==> config.mk <==
export PLATFORM = sky130hd
export DESIGN_NAME = persiana_motor_driver
export DESIGN_NICKNAME = d
export VERILOG_FILES = /design/src/rtl/persiana_pkg.sv /design/src/rtl/persiana_pwm_gen.sv /design/src/rtl/persiana_motor_driver.sv
export SDC_FILE = /design/constraint.sdc
export NUM_CORES = 1
export LEC_CHECK = 0
export ABC_AREA = 0
export ABC_CLOCK_PERIOD_IN_PS = 4800
export CAP_MARGIN = 0
export CORE_ASPECT_RATIO = 1.5
export CORE_MARGIN = 2
export CORE_UTILIZATION = 35
export DETAILED_ROUTE_END_ITERATION = 10
export SETUP_SLACK_MARGIN = 0.5
export SYNTH_ARGS = -nofsm -noshare
export SYNTH_HDL_FRONTEND = slang
export SYNTH_SLANG_ARGS = --single-unit
==> constraint.sdc <==
create_clock -name clk -period 4.8 [get_ports clk]
set_input_delay 0.96 -clock clk [delete_from_list [all_inputs] [get_ports clk]]
set_output_delay 0.96 -clock clk [all_outputs]
set_load 0.02 [all_outputs]
==> src/rtl/persiana_pkg.sv <==
// +--------------------------------------------------------------------+
// | persiana_pkg: shared state encodings and widths for the blind motor |
// | driver. Revision: 1.0                                              |
// +--------------------------------------------------------------------+
`default_nettype none

package persiana_pkg;

    typedef enum logic [2:0] {
        S_IDLE  = 3'd0,
        S_RAMP  = 3'd1,
        S_RUN   = 3'd2,
        S_BRAKE = 3'd3,
        S_FAULT = 3'd4
    } state_t;

    localparam int PWM_W  = 8;
    localparam int WDOG_W = 16;

    // Duty increment saturating at lim; the sum is one bit wider so it never wraps.
    function automatic logic [PWM_W-1:0] sat_add(input logic [PWM_W-1:0] a,
                                                 input logic [PWM_W-1:0] b,
                                                 input logic [PWM_W-1:0] lim);
        logic [PWM_W:0] sum;
        sum = {1'b0, a} + {1'b0, b};
        return (sum >= {1'b0, lim}) ? lim : sum[PWM_W-1:0];
    endfunction

endpackage

`default_nettype wire

==> src/rtl/persiana_pwm_gen.sv <==
// +--------------------------------------------------------------------+
// | persiana_pwm_gen: free-running counter, duty compare, registered   |
// | PWM output. Revision: 1.0                                          |
// +--------------------------------------------------------------------+
`default_nettype none

module persiana_pwm_gen
    import persiana_pkg::*;
#(
    parameter int W = PWM_W
) (
    input  logic         clk,
    input  logic         rst_n,
    input  logic         en,
    input  logic [W-1:0] duty,
    output logic         pwm
);

    logic [W-1:0] cnt_q, cnt_d;
    logic         pwm_q, pwm_d;

    always_comb begin
        cnt_d = cnt_q + W'(1);
        pwm_d = en && (cnt_q < duty);
    end

    always_ff @(posedge clk or negedge rst_n) begin
        if (!rst_n) begin
            cnt_q <= '0;
            pwm_q <= 1'b0;
        end else begin
            cnt_q <= cnt_d;
            pwm_q <= pwm_d;
        end
    end

    assign pwm = pwm_q;

endmodule

`default_nettype wire

==> src/rtl/persiana_motor_driver.sv <==
// +--------------------------------------------------------------------+
// | persiana_motor_driver: H-bridge driver with soft-start, brake dead |
// | time, conflict guard and watchdog. Soft-start: PERSIANA_SOFTSTART_EN|
// | Revision: 1.0                                                      |
// +--------------------------------------------------------------------+
`default_nettype none

module persiana_motor_driver
    import persiana_pkg::*;
#(
    parameter int DUTY_MAX      = 255,
    parameter int RAMP_STEP     = 32,
    parameter int DEAD_TICKS    = 4,
    parameter int TIMEOUT_TICKS = 20
) (
    input  logic       clk,
    input  logic       rst_n,
    input  logic       ena,
    input  logic       tick_i,
    input  logic       subir_i,
    input  logic       bajar_i,
    output logic       pwm_o,
    output logic       dir_o,
    output logic       en_o,
    output logic       busy_o,
    output logic       fault_o,
    output logic [2:0] state_o
);

    localparam logic [PWM_W-1:0]  DUTY_MAX_C = PWM_W'(DUTY_MAX);
    localparam logic [7:0]        DEAD_C     = 8'(DEAD_TICKS);
    localparam logic [WDOG_W-1:0] TIMEOUT_C  = WDOG_W'(TIMEOUT_TICKS);

    if (DUTY_MAX < 1 || DUTY_MAX > 255 || RAMP_STEP < 1 || RAMP_STEP > 255 ||
        DEAD_TICKS < 1 || DEAD_TICKS > 255 || TIMEOUT_TICKS < 1 || TIMEOUT_TICKS > 65535)
    begin : g_param_range_error
        $error("persiana_motor_driver: parameter out of range");
    end

    state_t              state_q, state_d;
    logic [PWM_W-1:0]    duty_q, duty_d;
    logic [7:0]          dead_q, dead_d;
    logic [WDOG_W-1:0]   run_q, run_d;
    logic                dir_q, dir_d;

    logic req_up, req_dn, req_keep, wdog_hit, en_d;

    assign req_up   = ena && subir_i && !bajar_i;
    assign req_dn   = ena && bajar_i && !subir_i;
    assign req_keep = dir_q ? req_up : req_dn;
    assign wdog_hit = tick_i && ((run_q + WDOG_W'(1)) == TIMEOUT_C);

`ifdef PERSIANA_SOFTSTART_EN
    localparam logic [PWM_W-1:0] STEP_C = PWM_W'(RAMP_STEP);
    logic [PWM_W-1:0] ramp_next;
    assign ramp_next = sat_add(duty_q, STEP_C, DUTY_MAX_C);
`endif

    always_comb begin
        state_d = state_q;
        duty_d  = duty_q;
        dead_d  = dead_q;
        run_d   = run_q;
        dir_d   = dir_q;
        case (state_q)
            S_IDLE: begin
                duty_d = '0;
                if (req_up || req_dn) begin
                    dir_d = req_up;
                    run_d = '0;
`ifdef PERSIANA_SOFTSTART_EN
                    state_d = S_RAMP;
`else
                    state_d = S_RUN;
                    duty_d  = DUTY_MAX_C;
`endif
                end
            end
            S_RAMP, S_RUN: begin
                // Watchdog outranks the brake; both outrank the ramp step.
                if (wdog_hit) begin
                    state_d = S_FAULT;
                    duty_d  = '0;
                end else if (!req_keep) begin
                    state_d = S_BRAKE;
                    duty_d  = '0;
                    dead_d  = DEAD_C;
                end else if (tick_i) begin
                    run_d = run_q + WDOG_W'(1);
`ifdef PERSIANA_SOFTSTART_EN
                    if (state_q == S_RAMP) begin
                        duty_d = ramp_next;
                        if (ramp_next == DUTY_MAX_C) state_d = S_RUN;
                    end
`endif
                end
            end
            S_BRAKE: begin
                duty_d = '0;
                if (tick_i) begin
                    if (dead_q <= 8'd1) begin
                        dead_d  = '0;
                        state_d = S_IDLE;
                    end else begin
                        dead_d = dead_q - 8'd1;
                    end
                end
            end
            S_FAULT: begin
                duty_d = '0;
                if (tick_i && !subir_i && !bajar_i) state_d = S_IDLE;
            end
            default: begin
                state_d = S_FAULT;
                duty_d  = '0;
            end
        endcase
    end

    always_ff @(posedge clk or negedge rst_n) begin
        if (!rst_n) begin
            state_q <= S_IDLE;
            duty_q  <= '0;
            dead_q  <= '0;
            run_q   <= '0;
            dir_q   <= 1'b0;
        end else begin
            state_q <= state_d;
            duty_q  <= duty_d;
            dead_q  <= dead_d;
            run_q   <= run_d;
            dir_q   <= dir_d;
        end
    end

    // The PWM register looks at next-cycle enable/duty so it lines up with the state it serves.
    assign en_d = (state_d == S_RAMP) || (state_d == S_RUN);

    persiana_pwm_gen #(
        .W (PWM_W)
    ) u_pwm (
        .clk   (clk),
        .rst_n (rst_n),
        .en    (en_d),
        .duty  (duty_d),
        .pwm   (pwm_o)
    );

    assign en_o    = (state_q == S_RAMP) || (state_q == S_RUN);
    assign busy_o  = (state_q != S_IDLE);
    assign fault_o = (state_q == S_FAULT);
    assign dir_o   = dir_q;
    assign state_o = state_q;

endmodule

`default_nettype wire
Word-level counts from Yosys, hierarchy flattened --
Index checks and enable logic that the tools add are counted.
Cells by class: equal/unequal tests 13, magnitude comparators 2, shifts and indexed selects 0, $add $sub $neg 3, multipliers 0, reduce and logical (&&, ||, !) cells 21, divide/modulo/power cells 0, muxes and demuxes 22, bitwise logic cells 0
Operators by type and width (count):
- two-way mux 16 bit | 4
- two-way mux 8 bit | 7
- case mux 16 bit (2 select lines) | 1
- case mux 8 bit (2 select lines) | 2
- two-way mux 3 bit | 6
- adder 16 x 1 -> 16 bit (second input constant) | 1
- == test 16 x 5 -> 1 bit (second input constant) | 1
- inequality test 2 bit (second input constant) | 6
- case mux 3 bit (4 select lines) | 1
- == test 3 x 2 -> 1 bit (second input constant) | 3
- adder 8 x 1 -> 8 bit (second input constant) | 1
- <= comparator 8 x 1 -> 1 bit (second input constant) | 1
- logical AND 1 bit | 8
- less-than comparator 8 bit | 1
- subtractor 8 x 1 -> 8 bit (second input constant) | 1
- == test 3 x 1 -> 1 bit (second input constant) | 2
- AND reduction 5 bit | 1
- AND reduction 4 bit | 1
- nonzero test 2 bit | 2
- == test 3 bit (second input constant) | 1
- zero test 3 bit | 1
- logical OR 1 bit | 3
- nonzero test 3 bit | 1
- zero test 1 bit | 2
- 3 further kinds | 3
Storage, ports and cells: bits in writable memories 0, output and inout bits 8, memories 0, input bits 6, latch bits 0, flip-flop bits (word level) 45, ROM bits 0, logic and storage cells 68

Logic depth before layout (Yosys ltp) --
Gate-level depths: netlist of run 1.
word-level depth 9, mapped depth 18

Hierarchy --
A second synthesis of run 1 with hierarchy kept.
Second synthesis, totals: cell total of the unflattened synthesis 281, area, all modules 2746.4 sq um
Modules (own cells, without submodules):
- persiana_motor_driver | cells each 236, instances 1, seq. area each 900.9 sq um, area an instance 2230.9 sq um
- persiana_pwm_gen | cells each 45, instances 1, seq. area each 225.2 sq um, area an instance 515.5 sq um

Worst setup path after synthesis of run 1 --
No wires, ideal clock.
path kind register to register, start reg run_q[2], end reg u_pwm.pwm_q (netlist: u_pwm.pwm), arrival time 3191 ps, data required time 4734 ps, clock period less this slack 3256 ps, cell stages (with the launch flop) 19, path slack 1544 ps, path through dfrtp_1 buf_6 and3_1 clkbuf_2 or3_1 a211oi_2 o2111ai_2 o21a_1 nor2b_1 buf_6 buf_6 a21oi_1 ha_1 a21oi_1 nor2b_1 o21ai_0 nand2_1 nor3_1 o211a_1
On the way: longest elaborated chain between the ends 8, elaborated cells between the ends (all ways) 12, those cells by class add/sub (1); order compare (1); eq/ne (3); mux (4); reduce/logical (3)
RTL lines:
- from (decl) | RTL line persiana_motor_driver.sv:43 | logic [WDOG_W-1:0] run_q, run_d;
- from (signal assigned) | RTL line persiana_motor_driver.sv:131 | run_q <= run_d;
- adder 16 x 1 -> 16 bit (*) | RTL line persiana_motor_driver.sv:51 | assign wdog_hit = tick_i && ((run_q + WDOG_W'(1)) == TIMEOUT_C);
- == test 16 x 5 -> 1 bit (*) | RTL line persiana_motor_driver.sv:51
- logical AND 1 bit (*) | RTL line persiana_motor_driver.sv:51
- branches (longest 4 deep; another with less-than comparator 8 bit)
- logical AND 1 bit (*) | RTL line persiana_pwm_gen.sv:24 | pwm_d = en && (cnt_q < duty);
- via u_pwm.pwm_d | RTL line persiana_pwm_gen.sv:20 | logic pwm_q, pwm_d;
- to (signal assigned) | RTL line persiana_pwm_gen.sv:33 | pwm_q <= pwm_d;
- to (decl) | RTL line persiana_pwm_gen.sv:20
Mark *: on every way through the listed nets, which the timed path passes. A chain may end at the register's enable or synchronous reset.

Worst setup path in the final report of run 1 --
start in bajar_i, end reg u_pwm.pwm_q (netlist: u_pwm.pwm)
On the way: longest elaborated chain between the ends 9, elaborated cells between the ends (all ways) 21, those cells by class order compare (1); eq/ne (2); mux (10); reduce/logical (8)
RTL lines:
- from (decl) | RTL line persiana_motor_driver.sv:21 | input logic bajar_i,
- branches (longest 8 deep; another with less-than comparator 8 bit)
- logical AND 1 bit (*) | RTL line persiana_pwm_gen.sv:24
- via u_pwm.pwm_d | RTL line persiana_pwm_gen.sv:20
Marked as above.

==> results of run 1 <==
## synth_stat cells (all sizes together), types with 2 or more instances
library cell	n	area, sq um
dfrtp	45	1126
a21oi	26	145.1
nor2	25	93.84
o21ai	20	100.1
nand2	17	63.81
nand3	16	80.08
inv	14	52.55
a21o	12	90.09
ha	12	150.1
xnor2	12	105.1
buf	10	68.81
nor3	10	55.05
clkbuf	8	32.53
nand4	8	56.30
a31oi	7	43.79
a22o	5	43.79
or3	5	31.28
a21boi	4	30.03
and2	4	25.02
and3	4	25.02
nand2b	4	25.02
nor2b	4	25.02
mux2i	3	30.03
xor2	3	26.28
nor4	2	12.51
o21a	2	15.01
o22ai	2	12.51
o2bb2ai	2	17.52
o31ai	2	15.01
## state kept, by name, summed over array words and instances (netlist names)
signal	flops
u_pwm.pwm	1
u_pwm.cnt_q	8
dir_o	1
dead_q	8
duty_q	8
run_q	16
state_o	3
## worst paths after layout
check                           from         end  slack [ns]  cells past startpoint
hold / removal             duty_q[2]   duty_q[2]        0.48                      1
setup reg to reg            run_q[4]   u_pwm.pwm        1.01                     14
max in group asynchronous      rst_n   run_q[15]        3.34                      1
min in group asynchronous      rst_n  state_o[2]        0.83                      1
setup / recovery             bajar_i   u_pwm.pwm        0.95                     12
hold reg to reg            duty_q[2]   duty_q[2]        0.48                      1
## per-layer routing
metal	vias up	wire length, um	track usage, %
li1	1095	-	-
met1	1031	2586	16.16
met2	30	2882	24.54
met3	6	188	3.376
met4	0	104	6.424
met5	-	0	0
## area by class of cell
type / instances / area, sq um
Multi-Input combinational cell: 226 / 1466
Timing Repair Buffer: 16 / 147.6
Sequential cell: 45 / 1126
Inverter: 14 / 52.55
Fill cell: 781 / 4556
Tap cell: 102 / 127.6
Clock buffer: 8 / 136.4
## power by group through the flow
stage               Sequential, mW  Combinational [mW]  Clock, mW
CTS                          0.542               0.561      0.342
floorplan                    0.519               0.440          0
detailed placement           0.548               0.554          0
global placement             0.546               0.547          0
finish                       0.542               0.556      0.336
global route                 0.558               0.637      0.363
## critical path: cells and delay by family
kind | cells | cell delay (ns)
AO/OA/AOI/OAI | 7 | 1.19
AND/OR/NAND/NOR | 3 | 1.01
buffers and inverters | 1 | 0.54
adder cells (fa/ha/maj) | 1 | 0.32
## through the flow
stage	hold WS, ns	instances	total power, mW	util [%]
2_1_floorplan	0.4422	303	0.9593	-
3_3_place_gp	0.4593	403	1.093	38.33
3_5_place_dp	0.4669	403	1.102	38.33
4_1_cts	0.4804	411	1.445	40.12
5_1_grt	0.5099	411	1.558	40.15
6_report	0.4762	411	1.434	40.15
## cell families (layout without fill, tap and decap cells)
kind of cell             after synthesis  after routing
multiplexers                           4              4
adder cells (fa/ha/maj)               12             12
AND/OR/NAND/NOR                      104            104
buffers and inverters                 32             38
flip-flops                            45             45
AO/OA/AOI/OAI                         91             91
XOR/XNOR                              15             15
==> results.json, run 1 <==
{
  "status": "finished clean",
  "final_common_cell": "dfrtp_1",
  "placed_cell_area_sq_um": 2918,
  "antenna_found_initial": 0,
  "worst_pin_slew_ns": 0.9903,
  "cts.sinks": 45,
  "viasPerCell": 5.260,
  "synthAdderAreaFrac_pct": 5.472,
  "relSlewSlack_pct": 33.98,
  "cap_violations": 0,
  "ys_types": 52,
  "p_sw_share_pct": 38.84,
  "switching_power_mw": 0.5570,
  "crit_chain": "clkdlybuf4s50_1 > or3b_2 > a21bo_2 > nor2b_2 > a21oi_1 > ha_1 > nand4_1 > a21oi_1 > o311ai_0 > o21ai_0 > o21ai_0 > o211a_1",
  "worstSetupStartpointType": "input port",
  "grt_pass1_wl_um": 9777,
  "mostFrequentLayoutCells": "dfrtp_1, nor2_1, a21oi_1",
  "synth_area_sq_um": 2744,
  "clk_latency_ns": 0.29,
  "critPathKind": "in2reg",
  "cp.required_ns": 4.97,
  "postSynthCellCount": 303,
  "ant_nets": 0,
  "synth_compound_area_share_pct": 22.12,
  "cp.arrival_ns": 4.02,
  "port-buffer-count": 13,
  "routedWlPerCell_um": 14.02,
  "p_int_mw": 0.8771,
  "cts_root_buf": "clkbuf_16",
  "synth-simple-area-share_pct": 19.47,
  "grt-ovfl-total": 0,
  "comb_power_share_pct": 38.8,
  "seqPwrFrac_pct": 37.8,
  "cp-end-kind": "register",
  "die-area_sq_um": 8579,
  "synth_nets": 321,
  "routed_wl_um": 5762,
  "first_global_vias": 2113,
  "ys_warn_count": 0,
  "synth_top_family_by_area": "compound AO/OA/AOI/OAI gates",
  "period_minus_slack_ns": 3.845,
  "place.gp.congestion": 0.7658,
  "critPathMaxFanout": 11,
  "rsz0062_at_grt": "no",
  "fin_ws_ns": 0.9545,
  "final_area_sq_um": 3057,
  "hold_class": "reg2reg",
  "p_leak_nw": 1.353,
  "core_area_sq_um": 7612,
  "async_flop_share_pct": 100.0,
  "setup_violations": 0,
  "htreeDepth": 2,
  "final_net_count": 326,
  "synth_seq_cells": 45,
  "drt_iter0_drc": 124,
  "num_rows": 39,
  "synth-edff-count": 0,
  "clockBufferDepth": 2,
  "detail_route.first_pass.iterations": 4,
  "postCtsSetupRepairBufs": 0,
  "slowest_stage": "clkdlybuf4s50_1",
  "cts_hold_buf": 0,
  "final_max_slew_viol_count": 0,
  "critPathMaxStageDelay_ns": 0.54,
  "power.share.clock_pct": 23.4,
  "die_x_um": 76.30,
  "grt_util_all_layers_pct": 14.04,
  "antenna_cells": 0,
  "ctsResizeCount": 0,
  "setup_tns_ns": 0,
  "drive_gt1_share_pct": 7.120,
  "p_per_area_nw_per_um2": 469.2,
  "grt_max_degree": 46,
  "clkTransAtPathRegs_ns": 0.06,
  "hpwl_um": 4023,
  "ioPinCount": 14,
  "peakVddDrop_uv": 161.2,
  "final_hold_viol_count": 0,
  "max_freq_mhz": 260.0,
  "syn_to_final_growth_pct": 11.40,
  "avgSynthCellArea_sq_um": 9.056,
  "fin_crit_sh_pct": 80.11,
  "pre_cts_ws_ns": 0.4566,
  "ys_seq_area_share_pct": 41.04,
  "synth-xor-area-share_pct": 4.788,
  "initial_core_util_pct": 36.05,
  "die_y_um": 112.4,
  "ys.flop_type": "dfrtp_1",
  "clock_skew_ns": 0.007306,
  "drc": 0,
  "cts_tree": "yes",
  "synth_mux_area_share_pct": 1.505,
  "num_vias": 2162,
  "cts_inserted_buffers": 5
}
(Power assumes the default switching activity.)
==> run 2: changes to the inputs <==
--- a/config.mk
+++ b/config.mk
@@ -6,7 +6,7 @@
 export NUM_CORES = 1
 export LEC_CHECK = 0
 export ABC_AREA = 0
-export ABC_CLOCK_PERIOD_IN_PS = 4800
+export ABC_CLOCK_PERIOD_IN_PS = 3400
 export CAP_MARGIN = 0
 export CORE_ASPECT_RATIO = 1.5
 export CORE_MARGIN = 2
==> constraint.sdc (replaced) <==
create_clock -name clk -period 3.4 [get_ports clk]
set_input_delay 0.68 -clock clk [delete_from_list [all_inputs] [get_ports clk]]
set_output_delay 0.68 -clock clk [all_outputs]
set_load 0.02 [all_outputs]
==> run 2 against run 1 <==
Clock-buffer cell count fell by 3. Sequential share of layout area fell by 4.6 points. Final cell count rose by 9.2%. Design area rose by 15%. Core utilization rose by 6.0 points. Sequential power rose by 41%. Clock power rose by 72%. Combinational power rose by 77%.
==> results.json, run 2 (synthesis results as in run 1) <==
{
  "first_global_vias": 2365,
  "antenna_cells": 0,
  "peakVddDrop_uv": 310.6,
  "syn_to_final_growth_pct": 28.04,
  "final_cells": 449,
  "cts_tree": "yes",
  "clockBufferDepth": 2,
  "status": "finished clean",
  "ioPinCount": 14,
  "regToRegSetupSlack_ns": 0.30,
  "initial_core_util_pct": 36.05,
  "num_rows": 39,
  "cap_violations": 0,
  "cts_root_buf": "clkbuf_16",
  "detail_route.first_pass.iterations": 5,
  "setup_tns_ns": 0,
  "grt-ovfl-total": 0,
  "grt_pass1_wl_um": 11010,
  "rsz0062_at_grt": "yes",
  "cp.arrival_ns": 3.33,
  "hold_class": "reg2reg",
  "drt_iter0_drc": 71,
  "place.gp.congestion": 0.8256,
  "clkTransAtPathRegs_ns": 0.07,
  "antenna_found_initial": 0,
  "port-buffer-count": 13,
  "critPathMaxFanout": 8,
  "mostFrequentLayoutCells": "dfrtp_1, buf_4, nor2_1",
  "cp-end-kind": "register",
  "largest_reg_flops": 16,
  "viasPerCell": 5.218,
  "die_y_um": 112.4,
  "cp.required_ns": 3.63,
  "die-area_sq_um": 8579,
  "htreeDepth": 2,
  "routed_wl_um": 6293,
  "grt_util_all_layers_pct": 15.55,
  "final_max_slew_viol_count": 0,
  "num_vias": 2343,
  "clk_latency_ns": 0.29,
  "top_register": "run_q",
  "dp_cells": 421,
  "period_minus_slack_ns": 3.095,
  "critPathKind": "reg2reg",
  "max_freq_mhz": 323.1,
  "cts_hold_buf": 0,
  "placed_cell_area_sq_um": 3060,
  "worstSetupStartpointType": "register",
  "ant_nets": 0,
  "die_x_um": 76.30,
  "setup_violations": 0,
  "cts_inserted_buffers": 5,
  "core_area_sq_um": 7612,
  "worst_pin_slew_ns": 1.033,
  "final_area_sq_um": 3513,
  "drive_gt1_share_pct": 24.21,
  "p_per_area_nw_per_um2": 662.9,
  "final_common_cell": "dfrtp_1",
  "final_net_count": 364,
  "p_leak_nw": 1.632,
  "routedWlPerCell_um": 14.02,
  "final_hold_viol_count": 0,
  "cts.sinks": 45,
  "clock_skew_ns": 0.01010,
  "hpwl_um": 4260,
  "fin_crit_sh_pct": 91.04,
  "relSlewSlack_pct": 31.16,
  "grt_max_degree": 46,
  "drc": 0
}
[run 2: cell types whose count changed in the layout (fill, tap and decap cells not counted), sizes merged]
cell / before / now
buf: 4 / 42
bufinv: 0 / 1
clkbuf: 8 / 5
clkinv: 0 / 1
inv: 14 / 15
[run 2: repair_timing]
item | CTS | global route
resized for setup | 18 | 11
setup buffers | 11 | 9
pin swaps | 12 | 9
endpoints found under the setup margin | 1 | 1
hold endpoints to repair | 0 | 0
[run 2: path summary, 6_finish.rpt]
kind | start | to | cells after the start
min in group asynchronous | rst_n | u_pwm.cnt_q[7] | 1
worst min-delay path | duty_q[0] | duty_q[0] | 1
worst max-delay path | run_q[1] | u_pwm.pwm | 15
worst max register to register | run_q[1] | u_pwm.pwm | 15
worst min register to register | duty_q[0] | duty_q[0] | 1
max in group asynchronous | rst_n | run_q[10] | 1
[run 2: worst max-delay path, cell delays in order, from the launching register on]
cell       delay, ns
dfrtp_1         0.44
and3_4          0.20
or3_1           0.32
a211oi_2        0.27
o2111ai_2       0.17
o21a_1          0.22
nor2b_2         0.16
buf_6           0.14
a21oi_2         0.13
ha_1            0.26
a21oi_2         0.14
nor2b_1         0.05
o21ai_1         0.14
nand2_1         0.08
nor3_2          0.15
o211a_1         0.17
[run 2: through the flow]
| step | power (mW) | setup WS [ns] | hold WS, ns | util [%] |
|---|---|---|---|---|
| after floorplan | 1.359 | 0.2644 | 0.3844 | - |
| after global placement | 1.607 | 0.01775 | 0.4532 | 40.20 |
| after detailed placement | 1.620 | -0.02755 | 0.4598 | 40.20 |
| after CTS | 2.285 | 0.3146 | 0.4750 | 44.66 |
| after global routing | 2.491 | 0.1754 | 0.5018 | 46.15 |
| final | 2.329 | 0.3045 | 0.4718 | 46.15 |
[run 2: area by class of cell]
| type | count | area, sq um |
|---|---|---|
| tap | 102 | 127.6 |
| timing repair buffer | 54 | 440.4 |
| clock buffer | 5 | 125.1 |
| clock inverter | 3 | 50.05 |
| sequential | 45 | 1132 |
| multi-input combinational | 226 | 1585 |
| fill | 746 | 4099 |
| inverter | 14 | 52.55 |
[run 2: per-layer routing]
layer / vias to the layer above / global-route usage, % / routed length [um]
li1: 1169 / - / -
met1: 1133 / 18.55 / 2754
met2: 35 / 28.14 / 3293
met3: 6 / 2.412 / 167
met4: 0 / 5.576 / 78
met5: - / 0 / 0
[run 2: power breakdown]
group	total (mW)	switching, mW	internal (mW)
Combinational	0.986	0.527	0.459
Sequential	0.766	0.121	0.644
Clock	0.577	0.223	0.353
Total	2.33	0.872	1.46
==> run 3: changes to the inputs <==
--- a/config.mk
+++ b/config.mk
@@ -6,7 +6,6 @@
 export NUM_CORES = 1
 export LEC_CHECK = 0
 export ABC_AREA = 0
-export ABC_CLOCK_PERIOD_IN_PS = 3400
 export CAP_MARGIN = 0
 export CORE_ASPECT_RATIO = 1.5
 export CORE_MARGIN = 2
==> results of run 3 <==
No change in the layout: final DEF, timing and power equal those of run 2.
